File: config.mk
export PLATFORM = sky130hd
export DESIGN_NAME = fetch_stage_flat
export DESIGN_NICKNAME = d
export VERILOG_FILES = /design/src/rtl/fetch_stage_if.sv /design/src/rtl/fetch_stage.sv /design/src/flat_wrapper.sv
export SDC_FILE = /design/constraint.sdc
export NUM_CORES = 1
export LEC_CHECK = 0
export ABC_AREA = 1
export BUFFER_PORTS_ARGS = -buffer_cell sky130_fd_sc_hd__buf_4
export CAP_MARGIN = 20
export CORE_ASPECT_RATIO = 0.9
export CORE_MARGIN = 2
export CORE_UTILIZATION = 55
export DETAILED_ROUTE_END_ITERATION = 10
export PLACE_DENSITY_LB_ADDON = 0.08
export SYNTH_ARGS = -nofsm -noshare
export SYNTH_HDL_FRONTEND = slang
export SYNTH_SLANG_ARGS = --single-unit
File: constraint.sdc
create_clock -name clock -period 2.1 [get_ports clock]
set_clock_uncertainty 0.15 [all_clocks]
set_input_delay 0 -clock clock [delete_from_list [all_inputs] [get_ports clock]]
set_output_delay 0 -clock clock [all_outputs]
set_load 0.005 [all_outputs]
File: src/rtl/fetch_stage_if.sv
// Instruction-memory request/ready channel between the fetch stage and
// instruction memory; data is valid in the same cycle as ready.
interface fetch_stage_if;
   logic        imem_req;
   logic [15:0] imem_addr;
   logic        imem_ready;
   logic [15:0] imem_data;

   modport master (output imem_req, output imem_addr, input imem_ready, input imem_data);
   modport slave  (input imem_req, input imem_addr, output imem_ready, output imem_data);
endinterface

File: src/rtl/fetch_stage.sv
// Instruction-fetch stage: owns the PC, fetches over a wait-state capable
// memory channel, and feeds IF/ID with bubbles, redirects and a stall buffer.
module fetch_stage #(
   parameter logic [15:0] RESET_PC = 16'h0000,
   parameter logic [15:0] PC_INC   = 16'd1
) (
   input  logic          clock,
   input  logic          reset,
   input  logic          stall,
   input  logic          branchTaken,
   input  logic [15:0]   branchTarget,
   fetch_stage_if.master imem,
   output logic [15:0]   programCounter,
   output logic [15:0]   instructionMemory,
   output logic          flush
);

   typedef enum logic [1:0] {BOOT, REQ, HOLD} state_t;

   state_t      state, state_next;
   logic [15:0] pc, pc_next;
   logic [15:0] out_pc, out_pc_next;
   logic [15:0] out_inst, out_inst_next;
   logic [15:0] pend_pc, pend_pc_next;
   logic [15:0] pend_inst, pend_inst_next;

   // NOTE: non-blocking assignments here so every register samples the
   // pre-edge values computed by the combinational block.
   always_ff @(posedge clock or negedge reset) begin
      if (!reset) begin
         state     <= BOOT;
         pc        <= RESET_PC;
         out_pc    <= '0;
         out_inst  <= '0;
         pend_pc   <= '0;
         pend_inst <= '0;
      end else begin
         state     <= state_next;
         pc        <= pc_next;
         out_pc    <= out_pc_next;
         out_inst  <= out_inst_next;
         pend_pc   <= pend_pc_next;
         pend_inst <= pend_inst_next;
      end
   end

   always_comb begin
      // NOTE: hold-by-default assignments first, so no path leaves a
      // signal unassigned and no latch is inferred.
      state_next     = state;
      pc_next        = pc;
      out_pc_next    = out_pc;
      out_inst_next  = out_inst;
      pend_pc_next   = pend_pc;
      pend_inst_next = pend_inst;

      if (branchTaken) begin
         // Redirect wins over stall and discards any in-flight or pending word.
         pc_next        = branchTarget;
         out_pc_next    = '0;
         out_inst_next  = '0;
         pend_pc_next   = '0;
         pend_inst_next = '0;
         state_next     = REQ;
      end else begin
         case (state)
            BOOT: state_next = REQ;
            REQ: begin
               if (imem.imem_ready) begin
                  pc_next = pc + PC_INC;
                  if (stall) begin
                     pend_pc_next   = pc;
                     pend_inst_next = imem.imem_data;
                     state_next     = HOLD;
                  end else begin
                     out_pc_next   = pc;
                     out_inst_next = imem.imem_data;
                  end
               end else if (!stall) begin
                  out_pc_next   = '0;
                  out_inst_next = '0;
               end
            end
            HOLD: begin
               if (!stall) begin
                  out_pc_next   = pend_pc;
                  out_inst_next = pend_inst;
                  state_next    = REQ;
               end
            end
            default: state_next = BOOT;
         endcase
      end
   end

   assign imem.imem_req     = (state == REQ);
   assign imem.imem_addr    = pc;
   assign programCounter    = out_pc;
   assign instructionMemory = out_inst;
   assign flush             = branchTaken;

endmodule

File: src/flat_wrapper.sv
// flat-port wrapper written by rule: the top's interface ports become plain ports
module fetch_stage_flat 
#(
   parameter logic [15:0] RESET_PC = 16'h0000,
   parameter logic [15:0] PC_INC   = 16'd1
)
  (clock, reset, stall, branchTaken, branchTarget, programCounter, instructionMemory, flush, imem_imem_req, imem_imem_addr, imem_imem_ready, imem_imem_data);
  fetch_stage_if imem_i ();
  input  logic clock;
  input  logic reset;
  input  logic stall;
  input  logic branchTaken;
  input  logic [15:0] branchTarget;
  output logic [15:0] programCounter;
  output logic [15:0] instructionMemory;
  output logic flush;
  output wire logic [$bits(imem_i.imem_req)-1:0] imem_imem_req;
  output wire logic [$bits(imem_i.imem_addr)-1:0] imem_imem_addr;
  input wire logic [$bits(imem_i.imem_ready)-1:0] imem_imem_ready;
  input wire logic [$bits(imem_i.imem_data)-1:0] imem_imem_data;
  assign imem_imem_req = imem_i.imem_req;
  assign imem_imem_addr = imem_i.imem_addr;
  assign imem_i.imem_ready = imem_imem_ready;
  assign imem_i.imem_data = imem_imem_data;
  fetch_stage #(.RESET_PC(RESET_PC), .PC_INC(PC_INC)) u_core (.clock(clock), .reset(reset), .stall(stall), .branchTaken(branchTaken), .branchTarget(branchTarget), .imem(imem_i), .programCounter(programCounter), .instructionMemory(instructionMemory), .flush(flush));
endmodule
==> metrics.txt, run 1 <==
vias post-DR 4170; DR iter-0 viols 212; overall power 3.984 mW; worst r2r path cells 9; final setup violation count 0; Setup TNS 0 ns; Post-Syn Area 0.004265 mm²; GPL Wtd Cong 0.9027; Required @ worst endpoint 2.25 ns; WP data arrival 2.19 ns; initial antenna violation count 0; Sw Ratio 29.99%; yosys warns 0; clk_lat worst skew 0.35 ns; top_reg_cell synth dfrtp_1; Net Sw Power 1.195 mW; Reg clk slew, reported paths 0.08 ns; TritonRoute pass-1 iters 5; largest net degree at the start of global routing 65; P per Cell Area 707.0 mW/mm²; Slew HR 47.50%; # rows 30; Synth area leader dfrtp_1; Finished Cell Area 0.005635 mm²; Yosys top cell area share 48.11%; largest vdd supply drop 524.3 µV; Achievable Freq 0.4887 GHz; layout cell share with drive strength beyond 1 21.78%; Post-DRT Antenna Nets 0; Tmin final 2.046 ns; Distinct cells, synth 31; worst setup margin 0.05377 ns; Final Max Tran Viols 0; Post-synth EDFFs 0; Core ar. 0.007545 mm²; FFs w/ async S/R, synth 100.0%; Critical Path Max Stage Delay 0.55 ns; num ports 87; H-tree depth 3; syn avg cell area 7.798 µm²; Die Area 0.008477 mm²; grt ovf 0; Place WS 0.2343 ns; Gate power share 23.9%; Crit Path Class reg -> reg; Synth top cells by count nand2_1 (83), dfrtp_1 (82), nor2_1 (73), a21oi_1 (63), o21ai_0 (61); worst-margin pin slew 0.7846 ns; root buffer cell clkbuf_8; GRT Total Usage 26.85%; Int Power 2.789 mW; clock buffer depth 2; Clock power frac 28.3%; period utilisation layout 97.44%; Reg power frac 47.8%; status finished clean; drt total wl 11.20 mm; Area contributors post-synth dfrtp_1 (48%), a21oi_1 (7.4%), nand2_1 (7.3%), o21ai_0 (7.2%), nor2_1 (6.4%); sequential area share after synthesis 48.11%; crit-path cells nand2_1, nor2_1, nand2_2, nor2_2, nand2_1, nand2_1, dlygate4sd3_1, nand2_1, nand2_1; number of global-route vias before repair 3871; worst hold path class in -> async; Critical Path Source Type flop; DRC violations left 0; Die W 96.83 µm; global-route wire length before repair 18.53 mm; Crit Path Max Fanout 8; NumNets Final 709; Post-Place Cell Area 0.004965 mm²; Area Overhead vs Synth 32.12%; Mapped Nets 585; WL/cell 14.53 µm; PortBufs 86; CTS tree built; Starting Density 56.53%; Seq cells post-synth 82; Syn Inst Count 547; static power due to leakage 2.647 nW; DR vias/cell 5.409; max_cap viols 0; clock sink total 82; top-count cell post-synth nand2_1; Hold Vio Cnt, Final 0; n_diodes 0; Crit-path slowest cell dlygate4sd3_1; Die Height 87.55 µm; post-DP HPWL 7.330 mm; cell mode on critical path nand2_1; CTS Buf Count 9; Critical Path End Type flop
-- repair_timing --
item,CTS,global route
hold buffers,44,0
setup buffers,0,3
endpoints found under the setup margin,0,6
hold endpoints to repair,137,0
resized for setup,0,6
-- path summary, 6_finish.rpt --
check / from / end / slack, ns
setup / recovery: u_core.imem.imem_addr[6] / u_core.imem.imem_addr[11] / 0.05
hold reg to reg: u_core.instructionMemory[13] / u_core.instructionMemory[13] / 0.38
min in group clock: imem_imem_ready / u_core.programCounter[14] / 0.07
hold / removal: reset / u_core.imem.imem_addr[2] / 0.01
max in group asynchronous: reset / u_core.pend_pc[6] / 1.50
setup reg to reg: u_core.imem.imem_addr[6] / u_core.imem.imem_addr[11] / 0.05
-- placed cells by master, fill, tap and decap left out, types with 8 or more instances in the layout --
| cell | count |
|---|---|
| o21ai_0 | 61 |
| buf_4 | 100 |
| nor2_1 | 70 |
| o22ai_1 | 8 |
| dlygate4sd3_1 | 43 |
| or2_2 | 18 |
| dfrtp_1 | 80 |
| nand3_1 | 46 |
| nand2_1 | 82 |
| inv_1 | 53 |
| a21oi_1 | 63 |
| clkbuf_8 | 10 |
-- registers in the layout, indices dropped and copies added, names as in the netlist --
signal                    count
u_core.imem.imem_addr        16
u_core.instructionMemory     16
u_core.state                  2
u_core.programCounter        16
u_core.pend_inst             16
u_core.pend_pc               16
-- through the flow --
stage	utilization, %	hold WS, ns	cells
after floorplan	-	-0.4456	547
after global placement	65.80	-0.1822	709
after detailed placement	65.80	-0.1762	709
after CTS	74.23	0.009689	768
after global routing	74.69	0.02220	771
final	74.69	0.01316	771
-- power groups by stage --
stage | Combinational, mW | Sequential (mW) | Clock (mW)
global placement | 0.850 | 1.92 | 0
global route | 1.06 | 1.92 | 1.22
detailed placement | 0.872 | 1.93 | 0
floorplan | 0.454 | 1.91 | 0
CTS | 0.943 | 1.90 | 1.14
finish | 0.953 | 1.90 | 1.13
-- critical path, delay by kind of cell, from the launching register on --
family	cells	cell delay, ns
simple gates	8	0.79
buf+inv	1	0.55
flops	1	0.51
-- cells by family after synthesis --
family / share of synthesized area (%)
and+or+nand+nor: 23.53
AOI/OAI and AO/OA: 17.69
buffers and inverters: 9.475
DFF: 48.11
muxes: 0.7040
xor gates and xnor gates: 0.2054
adders and majority gates: 0.2933
-- layer usage --
| layer | wire length (µm) | global-route usage (%) |
|---|---|---|
| met3 | 604 | 5.826 |
| met1 | 4964 | 36.59 |
| met2 | 5495 | 44.32 |
| met5 | 0 | 0 |
| met4 | 136 | 7.426 |
-- final cells by class --
cell class	count	area (µm²)
Clock inverter	3	40.04
Clock buffer	12	145.1
Multi-Input combinational cell	376	1819
Inverter	56	215.2
Tap cell	96	120.1
Timing Repair Buffer	146	1241
Fill cell	570	1909
Sequential cell	82	2054
Note: power is estimated with default switching activity, not from simulation.
==> run 2, diff against run 1 <==
CELL_PAD_IN_SITES_DETAIL_PLACEMENT = 0   (was default)
CELL_PAD_IN_SITES_GLOBAL_PLACEMENT = 2   (was default)
CORE_UTILIZATION = 31   (was 55)
==> run 2 against run 1 <==
Die area increased by 74%. Setup slack improved by 0.070 ns. Hold slack improved by 0.067 ns. Critical path type is now in -> reg. Critical endpoint is now u_core.imem.imem_addr[2].
==> metrics.txt, run 2 (synthesis results as in run 1) <==
worst hold path class in -> async; Critical Path Source Type input port; layout cell share with drive strength beyond 1 21.53%; Post-DRT Antenna Nets 0; H-tree depth 3; DR vias/cell 4.823; worst r2r path cells 6; Reg clk slew, reported paths 0.06 ns; clock buffer depth 2; commonest non-fill, non-tap cell in the layout buf_4; NumNets Final 711; num ports 87; Place WS 0.3419 ns; Crit Path Max Fanout 11; Finished Cell Area 0.005813 mm²; worst setup margin 0.1238 ns; placed cells 789; WP data arrival 2.07 ns; Final Max Tran Viols 0; Crit Path Class in -> reg; # rows 40; worst-margin pin slew 0.8806 ns; global-route wire length before repair 21.29 mm; vias post-DR 4080; Area Overhead vs Synth 36.29%; max_cap viols 0; Hold Vio Cnt, Final 0; WL/cell 15.57 µm; largest vdd supply drop 389.4 µV; P per Cell Area 760.3 mW/mm²; CTS Buf Count 9; PortBufs 86; largest net degree at the start of global routing 47; CTS tree built; Slew HR 41.10%; Critical Path End Type flop; number of global-route vias before repair 4007; Starting Density 31.80%; Required @ worst endpoint 2.20 ns; Tmin final 1.976 ns; postcts setup bufs 0; post-DP HPWL 8.940 mm; fill count 1383; TritonRoute pass-1 iters 4; root buffer cell clkbuf_16; commonest cells after routing, fill and taps aside buf_4 (104), nand2_1 (83), dfrtp_1 (82), nor2_1 (73), a21oi_1 (63); Die W 127.6 µm; clk_lat worst skew 0.35 ns; Non-Filler Instances 846; status finished clean; Setup TNS 0 ns; GRT Total Usage 18.80%; DRC violations left 0; Die Area 0.01471 mm²; RSZ-0062 raised after global routing no; GPL Wtd Cong 0.7834; final setup violation count 0; clock sink total 82; Achievable Freq 0.5060 GHz; period utilisation layout 94.10%; DR iter-0 viols 271; static power due to leakage 2.710 nW; drt total wl 13.17 mm; Core ar. 0.01341 mm²; grt ovf 0; initial antenna violation count 0; Die Height 115.3 µm; n_diodes 0; R2R setup slack 0.26 ns; Post-Place Cell Area 0.005115 mm²
==> run 2: cell types whose count changed in the layout (fill, tap and decap cells not counted), moves of 3 or more <==
cell       change
nor2_1         +3
nor2_2         -3
clkbuf_16      +9
clkbuf_8       -7
buf_4          +4
==> run 2: cell type report <==
type / instances / area (µm²) / area share [%]
clock inverter: 2 / 10.01 / 0.1722
sequential: 82 / 2052 / 35.30
multi-input combinational: 376 / 1809 / 31.12
clock buffer: 14 / 274.0 / 4.714
tap: 168 / 210.2 / 3.616
inverter: 56 / 215.2 / 3.702
timing repair buffer: 148 / 1242 / 21.37
==> run 2: what timing repair did <==
item,CTS,global route
endpoints found under the hold margin,137,0
hold buffers,41,0
resized for setup,0,1
endpoints found under the setup margin,0,1
==> run 2: critical path: stages <==
cell and delay, ns:
dlygate4sd3_1 0.55, buf_6 0.16, nand2_1 0.06, dlygate4sd3_1 0.53, o21ai_0 0.06, dlygate4sd3_1 0.55
a21oi_1 0.12, inv_1 0.05
==> run 2: final timing paths <==
| check | start | end |
|---|---|---|
| max | branchTaken | u_core.imem.imem_addr[2] |
| min | reset | u_core.programCounter[4] |
| max reg2reg | u_core.imem.imem_addr[0] | u_core.imem.imem_addr[2] |
| min reg2reg | u_core.instructionMemory[14] | u_core.instructionMemory[14] |
| max in group asynchronous | reset | u_core.pend_pc[8] |
| min in group clock | imem_imem_data[10] | u_core.pend_inst[10] |
==> run 2: layer usage <==
layer	GRT usage, %	vias to the layer above	part of all wire [%]
li1	-	2034	-
met1	25.52	1949	48
met2	30.37	85	47
met3	4.141	12	3.8
met4	5.421	0	1.4
met5	0	-	0
==> run 2: per-stage QoR <==
stage / total power [mW] / hold WS [ns] / utilization (%)
finish: 4.419 / 0.08006 / 43.34
global route: 4.675 / 0.09932 / 43.34
CTS: 4.490 / 0.08538 / 43.31
detailed placement: 2.858 / -0.2375 / 38.13
global placement: 2.855 / -0.2350 / 38.13
floorplan: 2.365 / -0.4456 / -
==> run 2: power breakdown <==
group | leakage, nW | switching [mW] | internal [mW]
Combinational | 1.52 | 0.503 | 0.478
Sequential | 1.05 | 0.160 | 1.75
Clock | 0.143 | 0.634 | 0.895
Total | 2.71 | 1.30 | 3.12
==> run 3, diff against run 2 <==
PLACE_DENSITY = 0.89   (was default)
PLACE_DENSITY_LB_ADDON = default   (was 0.08)
SLEW_MARGIN = 20   (was default)
==> run 3 against run 2 <==
Register-to-register slack improved by 0.02 ns. Sequential power about the same. Critical path depth decreased by 2. Flip-flop and latch count unchanged. Combinational power decreased by 3.9%. Clock power increased by 6%. Critical path type is now reg -> reg.
==> metrics.txt, run 3 (synthesis results as in run 1) <==
clock buffer depth 2; Slew HR 65.58%; max_cap viols 0; Place WS 0.3369 ns; CP delay by family, top buffers and inverters; Starting Density 31.80%; clk_lat worst skew 0.34 ns; Tmin final 1.815 ns; Required @ worst endpoint 2.17 ns; status finished clean; Hold Vio Cnt, Final 0; worst setup margin 0.2848 ns; WP data arrival 1.89 ns; Die W 127.6 µm; CTS Hold Bufs 37; GPL Wtd Cong 0.8173; final setup violation count 0; TritonRoute pass-1 iters 4; clock sink total 82; postcts setup bufs 0; H-tree depth 3; Crit Path Class reg -> reg; largest vdd supply drop 425.0 µV; global-route wire length before repair 20.31 mm; crit-path cells inv_2, nor2_4, nand2_1, o22ai_1, dlygate4sd3_1, a21oi_1; P per Cell Area 778.3 mW/mm²; Core ar. 0.01341 mm²; worst hold path class in -> async; drt total wl 12.37 mm; vias post-DR 4058; # rows 40; DR vias/cell 4.837; period utilisation layout 86.44%; root buffer cell clkbuf_16; static power due to leakage 2.680 nW; commonest non-fill, non-tap cell in the layout buf_4; R2R setup slack 0.28 ns; Critical Path Max Stage Delay 0.57 ns; GRT Total Usage 17.62%; layout cell share with drive strength beyond 1 21.16%; n_diodes 0; Critical Path Source Type flop; largest net degree at the start of global routing 46; area occupied by multi-input gates 0.001809 mm²; NumNets Final 704; post-DP HPWL 8.539 mm; placed cells 786; Final Max Tran Viols 0; Non-Filler Instances 839; number of global-route vias before repair 3965; Die Height 115.3 µm; Reg clk slew, reported paths 0.06 ns; num ports 87; Crit Path Max Fanout 5; WL/cell 14.74 µm; Critical Path End Type flop; DR iter-0 viols 248; PortBufs 86; Post-DRT Antenna Nets 0; Setup TNS 0 ns; fill count 1354; FF+latch area 0.002052 mm²; Die Area 0.01471 mm²; RSZ-0062 raised after global routing no; worst-margin pin slew 0.5163 ns; WP buf/inv 2; DRC violations left 0; commonest cells after routing, fill and taps aside buf_4 (103), nand2_1 (83), dfrtp_1 (82), nor2_1 (73), a21oi_1 (63); grt ovf 0; Achievable Freq 0.5509 GHz; Crit-path slowest cell dlygate4sd3_1; CTS tree built; Resized Gates After CTS 0; Area Overhead vs Synth 34.79%; CTS Buf Count 9; initial antenna violation count 0
==> run 3: cell count changes in the layout (fill, tap and decap cells not counted), sizes merged <==
cell,previous run,this run
dlygate4sd3,41,37
buf,107,104
bufinv,0,1
clkinv,3,2
==> run 3: power breakdown <==
group	internal, mW	switching, mW	leakage (nW)
logic	0.456	0.487	1.48
registers	1.75	0.162	1.05
clock network	0.987	0.633	0.147
total	3.19	1.28	2.68
==> run 3: area by class of cell <==
class / instances / area share (%)
inverters: 56 / 3.743
well taps: 168 / 3.656
multi-input cells: 376 / 31.47
repair buffers: 141 / 20.24
clock inverters: 2 / 0.6094
clock buffers: 14 / 4.592
flip-flops and latches: 82 / 35.69
==> run 3: routing by layer <==
metal | global-route usage (%) | vias up | share of wire, % | wire (µm)
met5 | 0 | - | 0 | 0
met1 | 23.68 | 1942 | 47 | 5846
li1 | - | 2016 | - | -
met3 | 3.862 | 17 | 3.5 | 434
met2 | 28.34 | 83 | 47 | 5858
met4 | 6.081 | 0 | 1.9 | 231
==> run 3: worst reg2reg max path: cells and delay by family (launching register included) <==
family	cells	cell delay (ns)
AND/OR/NAND/NOR	2	0.31
buffers and inverters	2	0.65
AO/OA/AOI/OAI	2	0.18
flip-flops	1	0.41
==> run 3: per-stage QoR <==
step	power, mW	util (%)	hold slack (ns)	instance area (µm²)
detailed placement	2.835	37.87	-0.1355	5080
finish	4.474	42.86	0.03752	5749
floorplan	2.365	-	-0.4456	4265
global route	4.742	42.86	0.06892	5749
global placement	2.821	37.87	-0.1439	5080
CTS	4.527	42.86	0.05350	5749
==> run 3: final timing paths <==
path                       cells after the start                     endpoint              start
min in group clock                             4          u_core.pend_inst[0]  imem_imem_data[0]
max reg2reg                                    6     u_core.imem.imem_addr[0]    u_core.state[0]
max                                            6     u_core.imem.imem_addr[0]    u_core.state[0]
min                                            2         u_core.pend_inst[12]              reset
max in group asynchronous                      3  u_core.instructionMemory[7]              reset
min reg2reg                                    2            u_core.pend_pc[0]  u_core.pend_pc[0]
